[src/rtl/if_prefetch.sv]
// Instruction-fetch prefetcher: keeps a small queue of fetched {inst, pc} pairs
// ahead of decode, issuing one memory read per cycle while there is room for the reply.
module if_prefetch #(
  parameter int unsigned DEPTH    = 4,
  parameter logic [31:0] RESET_PC = 32'h0000_0000
) (
  input  logic        clk,
  input  logic        rst,
  output logic        IM_enable,
  output logic [31:0] IM_address,
  input  logic [31:0] IM_out,
  input  logic        redirect,
  input  logic [31:0] redirect_pc,
  input  logic        id_ready,
  output logic        if_valid,
  output logic [31:0] if_inst,
  output logic [31:0] if_pc
);

  localparam int unsigned PTR_W = $clog2(DEPTH);
  localparam int unsigned CNT_W = PTR_W + 1;
  localparam logic [CNT_W:0] DEPTH_OCC = (CNT_W + 1)'(DEPTH);
  localparam logic [31:0] RESET_PC_A = RESET_PC & 32'hFFFF_FFFC;

  logic [31:0]      fetch_pc_q, fetch_pc_d;
  logic             inflight_q, inflight_d;
  logic [31:0]      inflight_pc_q, inflight_pc_d;
  logic [PTR_W-1:0] head_q, head_d;
  logic [PTR_W-1:0] tail_q, tail_d;
  logic [CNT_W-1:0] count_q, count_d;

  logic [31:0] inst_mem [DEPTH];
  logic [31:0] pc_mem   [DEPTH];

  logic         push;
  logic         pop;
  logic [CNT_W:0] occ;

  // Occupancy counts the reply still on its way back, so a reply always has a slot.
  assign occ       = {1'b0, count_q} + {{CNT_W{1'b0}}, inflight_q};
  assign if_valid  = (count_q != '0);
  assign pop       = if_valid && id_ready && !redirect;
  assign push      = inflight_q && !redirect;
  assign IM_enable = rst && !redirect &&
                     ((occ < DEPTH_OCC) || ((occ == DEPTH_OCC) && pop));
  assign IM_address = fetch_pc_q & 32'hFFFF_FFFC;
  assign if_inst    = if_valid ? inst_mem[head_q] : 32'h0;
  assign if_pc      = if_valid ? pc_mem[head_q]   : 32'h0;

  // NOTE: every signal gets its default at the top of always_comb, so no path leaves it unassigned (no latch).
  always_comb begin
    fetch_pc_d    = fetch_pc_q;
    inflight_d    = 1'b0;
    inflight_pc_d = inflight_pc_q;
    head_d        = head_q;
    tail_d        = tail_q;
    count_d       = count_q;
    if (redirect) begin
      fetch_pc_d = redirect_pc & 32'hFFFF_FFFC;
      head_d     = '0;
      tail_d     = '0;
      count_d    = '0;
    end else begin
      if (IM_enable) begin
        fetch_pc_d    = fetch_pc_q + 32'd4;
        inflight_d    = 1'b1;
        inflight_pc_d = fetch_pc_q;
      end
      if (push) tail_d = tail_q + PTR_W'(1);
      if (pop)  head_d = head_q + PTR_W'(1);
      unique case ({push, pop})
        2'b10:   count_d = count_q + CNT_W'(1);
        2'b01:   count_d = count_q - CNT_W'(1);
        default: count_d = count_q;
      endcase
    end
  end

  // NOTE: sequential state uses non-blocking assignments only.
  always_ff @(posedge clk or negedge rst) begin
    if (!rst) begin
      fetch_pc_q    <= RESET_PC_A;
      inflight_q    <= 1'b0;
      inflight_pc_q <= 32'h0;
      head_q        <= '0;
      tail_q        <= '0;
      count_q       <= '0;
    end else begin
      fetch_pc_q    <= fetch_pc_d;
      inflight_q    <= inflight_d;
      inflight_pc_q <= inflight_pc_d;
      head_q        <= head_d;
      tail_q        <= tail_d;
      count_q       <= count_d;
    end
  end

  // NOTE: queue storage has no reset; count_q alone decides which entries are meaningful.
  always_ff @(posedge clk) begin
    if (push) begin
      inst_mem[tail_q] <= IM_out;
      pc_mem[tail_q]   <= inflight_pc_q;
    end
  end

endmodule

[config.mk]
export PLATFORM = sky130hd
export DESIGN_NAME = if_prefetch
export DESIGN_NICKNAME = d
export VERILOG_FILES = /design/src/rtl/if_prefetch.sv
export SDC_FILE = /design/constraint.sdc
export NUM_CORES = 1
export LEC_CHECK = 0
export BUFFER_PORTS_ARGS = -buffer_cell sky130_fd_sc_hd__clkbuf_2
export CORE_UTILIZATION = 58
export CTS_CLUSTER_SIZE = 28
export DETAILED_ROUTE_END_ITERATION = 10
export PLACE_DENSITY = 0.9
export SYNTH_ARGS = -nofsm -noshare
export SYNTH_HDL_FRONTEND = slang
export SYNTH_SLANG_ARGS = --single-unit
[constraint.sdc]
create_clock -name clk -period 3.39 [get_ports clk]
set_clock_uncertainty 0.05 [all_clocks]
set_input_delay 0.678 -clock clk [delete_from_list [all_inputs] [get_ports clk]]
set_output_delay 0.678 -clock clk [all_outputs]
set_load 0.05 [all_outputs]
# After elaboration in Yosys (flattened, before gate mapping)
# Memory sizes are Yosys's and may differ from the RTL's.
# Cells that the tools add are included.
# classes
add_sub_neg,6
mul,0
n_div,0
n_lt_le_gt_ge,1
eq_ne,3
shift,0
mux,14
bitwise,1
reduce_logical,14
# ops
cell,n
$mux 32,4
$add 32x3->32 const B,1
$mux 2,4
$logic_and 1x1->1,6
$pmux 3 s2,1
$reduce_bool 2->1,3
$reduce_bool 3->1,2
$add 2x1->2 const B,2
$add 3x1->4,1
$eq 4x3->1 const B,1
$lt 4x3->1 const B,1
$mux 1,4
$add 3x1->3 const B,1
$mux 3,1
$sub 3x1->3 const B,1
$eq 2x1->1 const B,1
$eq 2x2->1 const B,1
$reduce_and 2->1,1
$logic_not 1->1,1
$logic_or 1x1->1,1
$not 1->1,1
# word_totals
register_bits,72
latchBits,0
ramBits,256
mem_bits_ro,0
input_bits,68
output_inout_bits,98
word_cells,47
memories,2
# memory_table
memory,depth,width,rd,rd_ports_with_merged_regs,wr,line,rtl
inst_mem,4,32,1,0,1,32,logic [31:0] inst_mem [DEPTH];
pc_mem,4,32,1,0,1,33,logic [31:0] pc_mem [DEPTH];

# Logic depth before layout (Yosys ltp)
# logic_depth
word_depth,8
ltp_mapped,11
ltp_nobuf,8

# Worst setup path before layout
# No wires, ideal clock.
# synth_timing
kind,register -> output
start,register count_q[0]
end,output port IM_enable
t_arrival_ps,2418
path_slack_ps,244
stages_incl_launch_ff,8
n_path_buf,2
path_cell_list,dfrtp_1 -> ha_1 -> ha_1 -> o31a_1 -> or3_1 -> clkbuf_1 -> inv_1 -> clkbuf_1
# synth_between
elab_chain_len,6
# synth_lines
item,line,rtl
from (decl),30,"logic [CNT_W-1:0] count_q, count_d;"
from (signal assigned),94,count_q <= count_d;
branches (longest 4 deep; another with $add 3x1->4),-,
$logic_or 1x1->1 *,45,((occ < DEPTH_OCC) || ((occ == DEPTH_OCC) && pop));
$logic_and 1x1->1 *,44,assign IM_enable = rst && !redirect &&
to (decl),9,"output logic IM_enable,"
# Every way passes the cells marked *.

# Worst setup path after layout
# Same ends and word-level chain as after synthesis.

==> impl_metrics.tcl <==
set metrics [dict create \
    crit_buf_inv 2 \
    synth_area_um2 12800 \
    wire_per_inst_um 20.0 \
    h-tree-depth 1 \
    start_util 0.600 \
    io_buffers 159 \
    startpoint_type "flop" \
    ant_nets 0 \
    crit_path_max_incr_delay_ns 0.46 \
    final-max-slew-violation-count 0 \
    core_um2 21300 \
    cellLeakagePower_nw 5.64 \
    total_power_mw 12.4 \
    clk_latency_ns 0.55 \
    tightest_slew_ns 0.859 \
    synth_sequential_area_ratio 0.717 \
    hp-start "redirect_pc[5]" \
    drt-initial-drc-count 515 \
    grt_pass1_wl_mm 38.8 \
    grt_setup_unrepaired "false" \
    die_h_um 150 \
    ir_drop_mv 0.414 \
    p_sw_frac 0.357 \
    hpwl_mm 15.9 \
    r2r-end "fetch_pc_q[29]" \
    crit_fanout 5 \
    tns_ns 0 \
    cpMostUsedCell "ha_1" \
    synth_flop_cell "edfxtp_1" \
    synth_edf_count 248 \
    min_period_over_period 0.961 \
    antenna_found_initial 0 \
    fillCellCount 1364 \
    min_path_type "in -> reg" \
    synth.avg_cell_area_um2 16.4 \
    clockBufferDepth 3 \
    path_clk_slew_ns 0.06 \
    fp.dieW_um 150 \
    drive_above_1_share 0.311 \
    clkPwrFrac 0.280 \
    syn_inst 776 \
    synth_seq_cells 316 \
    drt_wl_total_mm 24.9 \
    cts_tree "built" \
    track_usage 0.228 \
    end_kind "output port" \
    grt_overflow 0 \
    setup_viol 0 \
    fin_nets 1021 \
    synth_area_leaders "edfxtp_1, dfrtp_1, mux4_2, and2_1, nand2_1" \
    r2r_slack_ns 0.64 \
    synth_warnings 0 \
    hold_viol 0 \
    synth.most_common_cell "edfxtp_1" \
    hold_end "fetch_pc_q[5]" \
    crit_slowest_cell "dfrtp_1" \
    power_density_nw_per_um2 823 \
    status "finished clean" \
    ff2ff_path_depth 7 \
    syn_to_final_growth_pct 17.8 \
    synth_commonest_cells "edfxtp_1, nand2_1, and2_1" \
    vias 7202 \
    cts.sinks 316 \
    drv_cap 0 \
    seq_area_um2 9150 \
    place_congestion 0.929 \
    vias_per_cell 5.78 \
    drc_errors 0 \
    power.internal_mw 7.96 \
    ys_types 47 \
    crit_type "reg -> out" \
    die-area_um2 22600 \
    critical_path_required_ns 2.66 \
    grt_max_degree 69 \
    num_antenna_cells 0 \
    grt_pass1_vias 7217 \
    rows 53 \
    cp_top_family "adder cells" \
    multi_input_area_um2 3410 \
    post-route-min-period_ns 3.26 \
    synth.top_cell.area_share 0.584 \
    crit_chain "ha_1 -> ha_1 -> o31a_1 -> or3_1 -> inv_1 -> buf_12" \
    cp.arrival_ns 2.53 \
    clock_tree.root_cell "clkbuf_16" \
    firstDrtPassIters 5 \
    fmax_ghz 0.307 \
    cts_buffers 31 \
    seqPwrFrac 0.401 \
    r2r_start "count_q[0]" \
    p_comb_frac 0.319 \
    io_pins 166 \
    p_sw_mw 4.41 \
    slew_headroom 0.427 \
    synth-async-reset-ratio 0.215 \
    hold_depth 3 \
    synth_top_cell_by_area "edfxtp_1" \
]
## worst max path at each step
stage          startpoint         end  slack [ns]  cells past startpoint
6_report       count_q[0]   IM_enable        0.13                      6
3_5_place_dp    head_q[0]    if_pc[2]        0.57                      4
2_1_floorplan  count_q[0]   IM_enable        0.24                      7
3_3_place_gp    head_q[0]    if_pc[9]        0.59                      4
4_1_cts        count_q[1]  if_inst[0]        0.04                      3
5_1_grt        count_q[0]   IM_enable        0.07                      6
## per-stage QoR
stage               cell area [µm²]  setup WS (ns)   util  instances  hold WS, ns
finish                        15000          0.132  0.706       1245        0.283
global route                  15000         0.0708  0.706       1245        0.280
CTS                           15000         0.0367  0.706       1245        0.261
detailed placement            14000          0.569  0.656       1186        0.455
global placement              14000          0.585  0.656       1186        0.441
floorplan                     12800          0.244      -        779        0.332
## logic make-up after synthesis
| logic type | Yosys count | synth area share |
|---|---|---|
| AO/OA/AOI/OAI | 45 | 0.0232 |
| XOR/XNOR | 24 | 0.0165 |
| adder cells (fa/ha/maj) | 8 | 0.00843 |
| buffers and inverters | 56 | 0.0181 |
| flip-flops | 316 | 0.717 |
| multiplexers | 68 | 0.114 |
| other | 1 | 0.000294 |
| AND/OR/NAND/NOR | 258 | 0.102 |
## power groups by stage
stage               Clock [mW]  Combinational [mW]  Sequential (mW)
global route              3.68                4.22             5.01
CTS                       3.52                4.01             4.97
detailed placement           0                3.93             5.07
floorplan                    0                2.97             5.01
finish                    3.46                3.95             4.96
global placement             0                3.88             5.04
## cell type report
| class | instances | share of cell area |
|---|---|---|
| Clock buffer | 40 | 0.0552 |
| Inverter | 10 | 0.00250 |
| Tap cell | 275 | 0.0229 |
| Multi-Input combinational cell | 407 | 0.227 |
| Timing Repair Buffer | 179 | 0.0694 |
| Clock inverter | 18 | 0.0144 |
| Sequential cell | 316 | 0.609 |
## what timing repair did
action,4_1_cts,5_1_grt
resized for setup,0,1
hold buffers,0,0
buffers inserted,1,0
endpoints found under the hold margin,0,0
endpoints found under the setup margin,3,6
## state kept, by name (all words and copies together) (netlist names)
name           flops
inst_mem         128
pc_mem           120
fetch_pc_q        30
inflight_pc_q     30
count_q            3
head_q             2
tail_q             2
inflight_q         1
## worst reg2reg max path, cell delays in order, from the launching register on
cell,delay [ns]
dfrtp_1,0.46
ha_1,0.24
ha_1,0.29
o31a_1,0.31
or3_1,0.38
buf_4,0.29
or4_1,0.55
o211ai_1,0.11
## cells in the final DEF, fill, tap and decap left out, drive strengths merged, types with 4 or more instances in the layout
cell type	netlist	final
or4	6	6
nand3	15	15
clkbuf	29	197
and2	69	69
nor4	7	7
o21ai	24	24
dfrtp	68	68
conb	1	4
and3	7	7
xor2	10	10
clkinv	0	12
edfxtp	248	248
inv	10	11
nand2	115	115
ha	7	7
nor3	10	10
nand4	4	4
mux4	62	62
xnor2	14	14
buf	17	22
nor2	9	9
bufinv	0	5
or3	4	4
## per-layer routing
layer	global-route usage	wire (µm)	vias to the layer above
met4	0.0697	547	0
met3	0.0348	1690	45
met2	0.381	12300	325
met1	0.313	10400	3579
li1	-	-	3253
met5	0	0	-
No activity file was read; power rests on OpenSTA's default activity.
